**src/rtl/uart_loader.sv**
```systemverilog
// UART program loader: receives framed sections over rx_i and writes little-endian words to instruction ROM / data RAM.
// Optional idle timeout is compiled in with `define UART_LOADER_TIMEOUT_EN.
module uart_loader #(
  parameter int CLK_HZ      = 10_000_000,
  parameter int BAUD        = 115_200,
  parameter int TIMEOUT_CYC = 1_000_000
) (
  input  logic        clk,
  input  logic        rst,
  input  logic        rx_i,
  output logic        upg_wen_o,
  output logic [14:0] upg_adr_o,
  output logic [31:0] upg_dat_o,
  output logic        upg_done_o,
  output logic        busy_o,
  output logic        err_o
);

  localparam int DIV  = CLK_HZ / BAUD;
  localparam int HALF = DIV / 2;
  localparam int CW   = $clog2(DIV + 1);
  localparam logic [CW-1:0] HALF_M1 = CW'(HALF - 1);
  localparam logic [CW-1:0] DIV_M1  = CW'(DIV - 1);

  typedef enum logic [1:0] {R_IDLE, R_START, R_DATA, R_STOP} rx_state_t;
  typedef enum logic [2:0] {S_TGT, S_CNTL, S_CNTH, S_DATA, S_DONE} ld_state_t;

  logic rx_meta_q, rx_sync_q, rx_prev_q;

  rx_state_t       rx_state_q, rx_state_d;
  logic [CW-1:0]   bit_cnt_q, bit_cnt_d;
  logic [2:0]      bit_idx_q, bit_idx_d;
  logic [7:0]      shift_q, shift_d;
  logic            byte_vld;
  logic            frame_err;

  ld_state_t       ld_state_q, ld_state_d;
  logic            tgt_q, tgt_d;
  logic            last_q, last_d;
  logic [7:0]      cnt_lo_q, cnt_lo_d;
  logic [15:0]     rem_q, rem_d;
  logic [13:0]     adr_q, adr_d;
  logic [23:0]     asm_q, asm_d;
  logic [1:0]      byte_idx_q, byte_idx_d;
  logic [31:0]     dat_q, dat_d;
  logic            wen_q, wen_d;
  logic            err_q, err_d;

  // Both synchronizer stages and the edge-detect history idle high so reset never looks like a start bit.
  always_ff @(posedge clk or negedge rst) begin
    if (!rst) begin
      rx_meta_q <= 1'b1;
      rx_sync_q <= 1'b1;
      rx_prev_q <= 1'b1;
    end else begin
      rx_meta_q <= rx_i;
      rx_sync_q <= rx_meta_q;
      rx_prev_q <= rx_sync_q;
    end
  end

  always_ff @(posedge clk or negedge rst) begin
    if (!rst) begin
      rx_state_q <= R_IDLE;
      bit_cnt_q  <= '0;
      bit_idx_q  <= '0;
      shift_q    <= '0;
    end else begin
      rx_state_q <= rx_state_d;
      bit_cnt_q  <= bit_cnt_d;
      bit_idx_q  <= bit_idx_d;
      shift_q    <= shift_d;
    end
  end

  always_comb begin
    rx_state_d = rx_state_q;
    bit_cnt_d  = bit_cnt_q;
    bit_idx_d  = bit_idx_q;
    shift_d    = shift_q;
    byte_vld   = 1'b0;
    frame_err  = 1'b0;
    case (rx_state_q)
      R_IDLE: begin
        bit_cnt_d = '0;
        bit_idx_d = '0;
        if (rx_prev_q && !rx_sync_q) rx_state_d = R_START;
      end
      R_START: begin
        // A start bit that is high again at mid-bit was a glitch.
        if (bit_cnt_q == HALF_M1) begin
          bit_cnt_d  = '0;
          rx_state_d = rx_sync_q ? R_IDLE : R_DATA;
        end else begin
          bit_cnt_d = bit_cnt_q + 1'b1;
        end
      end
      R_DATA: begin
        if (bit_cnt_q == DIV_M1) begin
          bit_cnt_d = '0;
          shift_d   = {rx_sync_q, shift_q[7:1]};
          bit_idx_d = bit_idx_q + 3'd1;
          if (bit_idx_q == 3'd7) rx_state_d = R_STOP;
        end else begin
          bit_cnt_d = bit_cnt_q + 1'b1;
        end
      end
      R_STOP: begin
        if (bit_cnt_q == DIV_M1) begin
          bit_cnt_d  = '0;
          rx_state_d = R_IDLE;
          if (rx_sync_q) byte_vld  = 1'b1;
          else           frame_err = 1'b1;
        end else begin
          bit_cnt_d = bit_cnt_q + 1'b1;
        end
      end
      default: rx_state_d = R_IDLE;
    endcase
  end

`ifdef UART_LOADER_TIMEOUT_EN
  localparam int TW = $clog2(TIMEOUT_CYC + 1);
  localparam logic [TW-1:0] TO_M1 = TW'(TIMEOUT_CYC - 1);
  logic [TW-1:0] idle_q, idle_d;

  always_ff @(posedge clk or negedge rst) begin
    if (!rst) idle_q <= '0;
    else      idle_q <= idle_d;
  end
`endif

  always_ff @(posedge clk or negedge rst) begin
    if (!rst) begin
      ld_state_q <= S_TGT;
      tgt_q      <= 1'b0;
      last_q     <= 1'b0;
      cnt_lo_q   <= '0;
      rem_q      <= '0;
      adr_q      <= '0;
      asm_q      <= '0;
      byte_idx_q <= '0;
      dat_q      <= '0;
      wen_q      <= 1'b0;
      err_q      <= 1'b0;
    end else begin
      ld_state_q <= ld_state_d;
      tgt_q      <= tgt_d;
      last_q     <= last_d;
      cnt_lo_q   <= cnt_lo_d;
      rem_q      <= rem_d;
      adr_q      <= adr_d;
      asm_q      <= asm_d;
      byte_idx_q <= byte_idx_d;
      dat_q      <= dat_d;
      wen_q      <= wen_d;
      err_q      <= err_d;
    end
  end

  always_comb begin
    ld_state_d = ld_state_q;
    tgt_d      = tgt_q;
    last_d     = last_q;
    cnt_lo_d   = cnt_lo_q;
    rem_d      = rem_q;
    adr_d      = adr_q;
    asm_d      = asm_q;
    byte_idx_d = byte_idx_q;
    dat_d      = dat_q;
    wen_d      = 1'b0;
    err_d      = err_q;
`ifdef UART_LOADER_TIMEOUT_EN
    idle_d     = '0;
`endif

    // The section is left only after its final strobe, so the strobe is always seen in S_DATA.
    if (wen_q) begin
      adr_d = adr_q + 14'd1;
      rem_d = rem_q - 16'd1;
      if (rem_q == 16'd1) ld_state_d = last_q ? S_DONE : S_TGT;
    end

    if (frame_err) begin
      err_d = 1'b1;
      if (ld_state_q != S_DONE) begin
        ld_state_d = S_TGT;
        byte_idx_d = '0;
      end
    end else if (byte_vld) begin
      case (ld_state_q)
        S_TGT: begin
          if (shift_q[6:0] == 7'd0 || shift_q[6:0] == 7'd1) begin
            tgt_d      = shift_q[0];
            last_d     = shift_q[7];
            ld_state_d = S_CNTL;
          end
        end
        S_CNTL: begin
          cnt_lo_d   = shift_q;
          adr_d      = '0;
          ld_state_d = S_CNTH;
        end
        S_CNTH: begin
          rem_d      = {shift_q, cnt_lo_q};
          adr_d      = '0;
          byte_idx_d = '0;
          if ({shift_q, cnt_lo_q} == 16'd0) ld_state_d = last_q ? S_DONE : S_TGT;
          else                              ld_state_d = S_DATA;
        end
        S_DATA: begin
          byte_idx_d = byte_idx_q + 2'd1;
          if (byte_idx_q == 2'd3) begin
            dat_d = {shift_q, asm_q};
            wen_d = 1'b1;
          end else begin
            asm_d = {shift_q, asm_q[23:8]};
          end
        end
        default: ;
      endcase
    end

`ifdef UART_LOADER_TIMEOUT_EN
    if (ld_state_q == S_CNTL || ld_state_q == S_CNTH || ld_state_q == S_DATA) begin
      if (byte_vld) begin
        idle_d = '0;
      end else if (idle_q == TO_M1) begin
        idle_d     = '0;
        err_d      = 1'b1;
        ld_state_d = S_TGT;
        byte_idx_d = '0;
      end else begin
        idle_d = idle_q + 1'b1;
      end
    end
`endif
  end

  assign upg_wen_o  = wen_q;
  assign upg_adr_o  = {tgt_q, adr_q};
  assign upg_dat_o  = dat_q;
  assign upg_done_o = (ld_state_q == S_DONE);
  assign busy_o     = (ld_state_q != S_TGT) && (ld_state_q != S_DONE);
  assign err_o      = err_q;

endmodule

```
**config.mk**
```make
export PLATFORM = sky130hd
export DESIGN_NAME = uart_loader
export DESIGN_NICKNAME = d
export VERILOG_FILES = /design/src/rtl/uart_loader.sv
export SDC_FILE = /design/constraint.sdc
export NUM_CORES = 1
export LEC_CHECK = 0
export ABC_AREA = 1
export ABC_CLOCK_PERIOD_IN_PS = 2200
export CAP_MARGIN = 10
export CELL_PAD_IN_SITES_DETAIL_PLACEMENT = 0
export CELL_PAD_IN_SITES_GLOBAL_PLACEMENT = 2
export CORE_MARGIN = 2
export CORE_UTILIZATION = 35
export DETAILED_ROUTE_END_ITERATION = 16
export PLACE_DENSITY = 0.87
export SLEW_MARGIN = 20
export SYNTH_ARGS = -nofsm -noshare
export SYNTH_HDL_FRONTEND = slang
export SYNTH_SLANG_ARGS = --single-unit
```
**constraint.sdc**
```tcl
create_clock -name clk -period 2.2 [get_ports clk]
set_clock_uncertainty 0.1 [all_clocks]
set_input_delay 0.66 -clock clk [delete_from_list [all_inputs] [get_ports clk]]
set_output_delay 0.66 -clock clk [all_outputs]
set_load 0.005 [all_outputs]
```
-- After elaboration in Yosys (flattened, before gate mapping)
Cells that the tools add are included.
- word-level logic and storage cells: 110
- input bits: 3
- flip-flop bits (word level): 126
- output and inout port bits: 51
- reduce and logical (&&, ||, !) cells: 22
- mux-type cells: 43
- bitwise logic cells: 2
- add/sub/neg operators: 5
- equality and inequality tests: 20
- operators with widths (operator ; count):
    $mux W16 ; 4
    $mux W14 ; 4
    $mux W3 ; 9
    $pmux W7 S3 ; 1
    $mux W2 ; 9
    $eq A16 B1 Y1 const B ; 1
    $logic_not A16 Y1 ; 1
    $sub A16 B1 Y16 const B ; 1
    $add A14 B1 Y14 const B ; 1
    $mux W7 ; 2
    $reduce_and A4 Y1 ; 3
    $mux W1 ; 10
    $ne A2 B2 Y1 const B ; 5
    $pmux W3 S3 ; 1
    $pmux W2 S4 ; 1
    $add A7 B1 Y7 const B ; 1
    $eq A7 B1 Y1 const B ; 1
    $eq A7 B6 Y1 const B ; 1
    $eq A7 B7 Y1 const B ; 1
    $logic_not A7 Y1 ; 1
    $eq A2 B2 Y1 const B ; 3
    $eq A3 B2 Y1 const B ; 2
    $eq A3 B3 Y1 const B ; 2
    $pmux W3 S2 ; 1
    other kinds (19) ; 26

-- Logic depth before layout (Yosys ltp)
- depth after elaboration: 7
- gate-level depth with buffers: 12

-- Least setup slack after synthesis
Ideal clock, no wire load.
- path type: flip-flop to flip-flop
- from: reg bit_cnt_q[1]
- to: reg asm_q[17]
- buffers on the path: 3
- required time: 1970 ps
- clock period less this slack: 1879 ps
- path slack: 321 ps
- stages on the path, launching flop included: 12
- data arrival time: 1649 ps
- cells stage by stage: dfrtp_1 > inv_1 > ha_1 > nand3_1 > nor2_2 > buf_6 > nand3_4 > or2_4 > buf_6 > buf_6 > nand2_1 > o21ai_1
- word-level cells in the longest chain between the ends: 5
- elaborated cells on any way between the ends: 7
- classes of those cells: eq/ne (1); mux (4); bitwise (1); reduce/logical (1)
- RTL lines (item ; line ; text):
    start: declaration ; 31 ; logic [CW-1:0] bit_cnt_q, bit_cnt_d;
    start signal: assignment ; 70 ; bit_cnt_q <= bit_cnt_d;
    $eq A7 B7 Y1 * ; 109 ; if (bit_cnt_q == DIV_M1) begin
    $mux W1 ; 109 ;
    $mux W1 ; 83 ; case (rx_state_q)
    $not A1 Y1 (no line) ; -- ;
    $reduce_and A4 Y1 (no line) * ; -- ;
    end signal: assignment ; 153 ; asm_q <= asm_d;
    end: declaration ; 43 ; logic [23:0] asm_q, asm_d;
Mark *: on every way between the ends. The rest lies on a longest branch, timed or not.
A chain may end at the register's enable or synchronous reset.

-- Worst setup path after layout
- from: reg adr_q[6]
- to: out upg_adr_o[6]
- RTL lines (item ; line ; text):
    start: declaration ; 42 ; logic [13:0] adr_q, adr_d;
    start signal: assignment ; 152 ; adr_q <= adr_d;
    end: declaration ; 12 ; output logic [14:0] upg_adr_o,
No word-level cell between the ends.

==> results.ini <==
[sta]
slew_viol_final=0
fmaxAchievable_mhz=466
period_needed_ns=2.15
worst_pin_slew_ns=0.559
finalSetupViolations=0
hold_violations=0
rsz0062_at_grt=no
timing.final.crit_share=0.975
tns_ns=0
relSlewSlack=0.627

[power]
p_seq_frac=0.440
swShare=0.246
p_per_area_nw_per_um2=759
clkPwrFrac=0.498
comb_power_share=0.063
ir_worst_vdd_mv=0.801
p_total_mw=5.49
p_leak_nw=3.34
p_int_mw=4.14
power_switching_mw=1.35

[route]
firstDrtPassIters=5
via_count=4663
antenna_left=0
routed_wl_mm=13.4
post-route-drc-count=0
avgRoutedWirePerCell_um=13.5
drtIter0Drc=310
viasPerCell=4.71

[critical_path]
worstPathRequired_ns=1.44
critPathArrivalTime_ns=1.39
critPathMaxStageDelay_ns=0.54
cp_slowest_cell=clkdlybuf4s50_1
rrSetupSlack_ns=0.22
path_class=register to primary output
cpLargestDelayFamily=buffers and inverters
path_max_fanout=5
startpoint_type=register
crit_buf_inv=1
crit_path_cell_trace=clkdlybuf4s50_1
crit_path_end_kind=primary output

[flow_run]
drv_cap=0

[synth]
synth_edf_count=0
synth_top_area_cell=dfrtp_1
avgSynthCellArea_um2=8.37
syn-cell-area_um2=5770
async_flop_share=1.00
synth_most_common_cell=nand2_1
yosysWarnings=0
netlist_top_cells_count=nand2_1 (201), dfrtp_1 (123), nor2_1 (83)
synth.top_cells.by_area=dfrtp_1 (53%), nand2_1 (13%), nor2_1 (5.4%)
ys_ff_latch=126
syn_inst=689
synth-main-ff-cell=dfrtp_1
netlist.area_leader.share=0.534
synth-seq-area-share=0.547
synth_cell_types=31
synth_fp_nets=701

[floorplanning]
row_count=46
core_um2=16000
dieArea_um2=17500
die_h_um=132
top_level_ports=54
die_w_um=132
initial_core_util=0.361

[placed_design]
globalplace.congestion=0.837
postPlaceCellArea_um2=6630
dp_hpwl_mm=9.51
io_buffers=53

[finish]
antenna_cells=0
multiInputGateArea_um2=2220
final_area_um2=7240
seqCellArea_um2=3160
area_delta_synth_final_pct=25.5
nNetsFinal=773
nFillCells=1587
drive_gt1_frac=0.0969

[global_route]
grt_max_degree=49
grt_use_total=0.160
gr-total-overflow=0
grt_pass1_vias=4509
antenna_found_initial=0
grt_first_pass_wirelength_mm=22.5

[clocking]
path_clk_slew_ns=0.06
insertion_delay_ns=0.41
h-tree-depth=4
cts_tree=yes
clock-sinks=126
cts-root-buf=clkbuf_16
cts_made_buffers=17
postCtsHoldBufs=0
cts.path.max_buffers=2

[run_status]
status=complete, no violations

[worst_hold_path]
min_path_type=input port to asynchronous set/reset pin

==> sequential cells by signal, summed over array words and instances, names as in the netlist, named ones only <==
signal      cells
rx_meta_q       1
rx_state_q      1
rem_q          16
err_o           1
upg_dat_o      32
byte_idx_q      2
adr_q          14
asm_q          24
ld_state_q      3
cnt_lo_q        8
last_q          1
upg_wen_o       1
shift_q         8
bit_cnt_q       7
bit_idx_q       3
tgt_q           1
rx_prev_q       1
rx_sync_q       1
==> stage by stage <==
step | hold slack, ns | setup WS, ns | instances | utilization
2_1_floorplan | 0.245 | 0.321 | 689 | -
3_3_place_gp | 0.251 | 0.211 | 956 | 0.414
3_5_place_dp | 0.254 | 0.120 | 956 | 0.414
4_1_cts | 0.148 | 0.0257 | 990 | 0.451
5_1_grt | 0.165 | 0.00158 | 990 | 0.452
6_report | 0.128 | 0.0549 | 990 | 0.452
==> cells in the final DEF, fill, tap and decap left out, types with 3 or more instances in the layout <==
master           instances
nand2_1                198
dfrtp_1                121
nor2_1                  82
inv_1                   68
o21ai_0                 62
clkdlybuf4s50_1         50
nand3_1                 27
clkbuf_16               17
buf_4                   17
o21ai_1                 16
a21oi_1                 14
nor3_1                  13
nand4_1                 12
xor2_1                  11
ha_1                     9
clkinvlp_4               5
buf_12                   5
a31oi_1                  4
o21ai_2                  4
nand3b_1                 3
or2_2                    3
nand2_2                  3
clkinv_4                 3
clkinv_2                 3
dfstp_2                  3
==> cell type report <==
type | count | area share
clock inverters | 13 | 0.0195
clock buffers | 19 | 0.0598
inverters | 70 | 0.0373
repair buffers | 74 | 0.103
flip-flops and latches | 126 | 0.436
multi-input cells | 472 | 0.306
well taps | 216 | 0.0373
==> final timing paths <==
path	from	end	depth (start not counted)
setup / recovery	adr_q[6]	upg_adr_o[6]	1
hold / removal	rst	adr_q[2]	1
setup reg to reg	bit_cnt_q[0]	bit_cnt_q[2]	7
hold reg to reg	rx_meta_q	rx_sync_q	0
max in group asynchronous	rst	rx_prev_q	2
min in group clk	rx_meta_q	rx_sync_q	0
==> power groups by stage <==
stage / Combinational [mW] / Sequential (mW) / Clock (mW)
3_3_place_gp: 0.340 / 2.45 / 0
5_1_grt: 0.401 / 2.42 / 2.90
4_1_cts: 0.347 / 2.41 / 2.80
3_5_place_dp: 0.346 / 2.46 / 0
6_report: 0.343 / 2.42 / 2.73
2_1_floorplan: 0.218 / 2.45 / 0
==> routing by layer <==
layer	part of all wire	vias up	global-route usage
li1	-	2338	-
met1	0.47	2223	0.216
met2	0.47	90	0.252
met3	0.041	12	0.0450
met4	0.013	0	0.0454
met5	0	-	0
==> what timing repair did <==
| item | CTS | global route |
|---|---|---|
| buffers inserted | 2 | 0 |
| pin swaps | 0 | 0 |
| setup endpoints to repair | 2 | 27 |
| gates resized for setup | 5 | 6 |
==> logic make-up after synthesis <==
| group | count (synthesis) | share of synthesized area |
|---|---|---|
| xor gates and xnor gates | 12 | 0.0182 |
| DFF | 126 | 0.547 |
| buffers and inverters | 91 | 0.0709 |
| adders and majority gates | 9 | 0.0195 |
| AOI/OAI and AO/OA | 101 | 0.0915 |
| and+or+nand+nor | 350 | 0.253 |
Note: power is estimated with default switching activity, not from simulation.
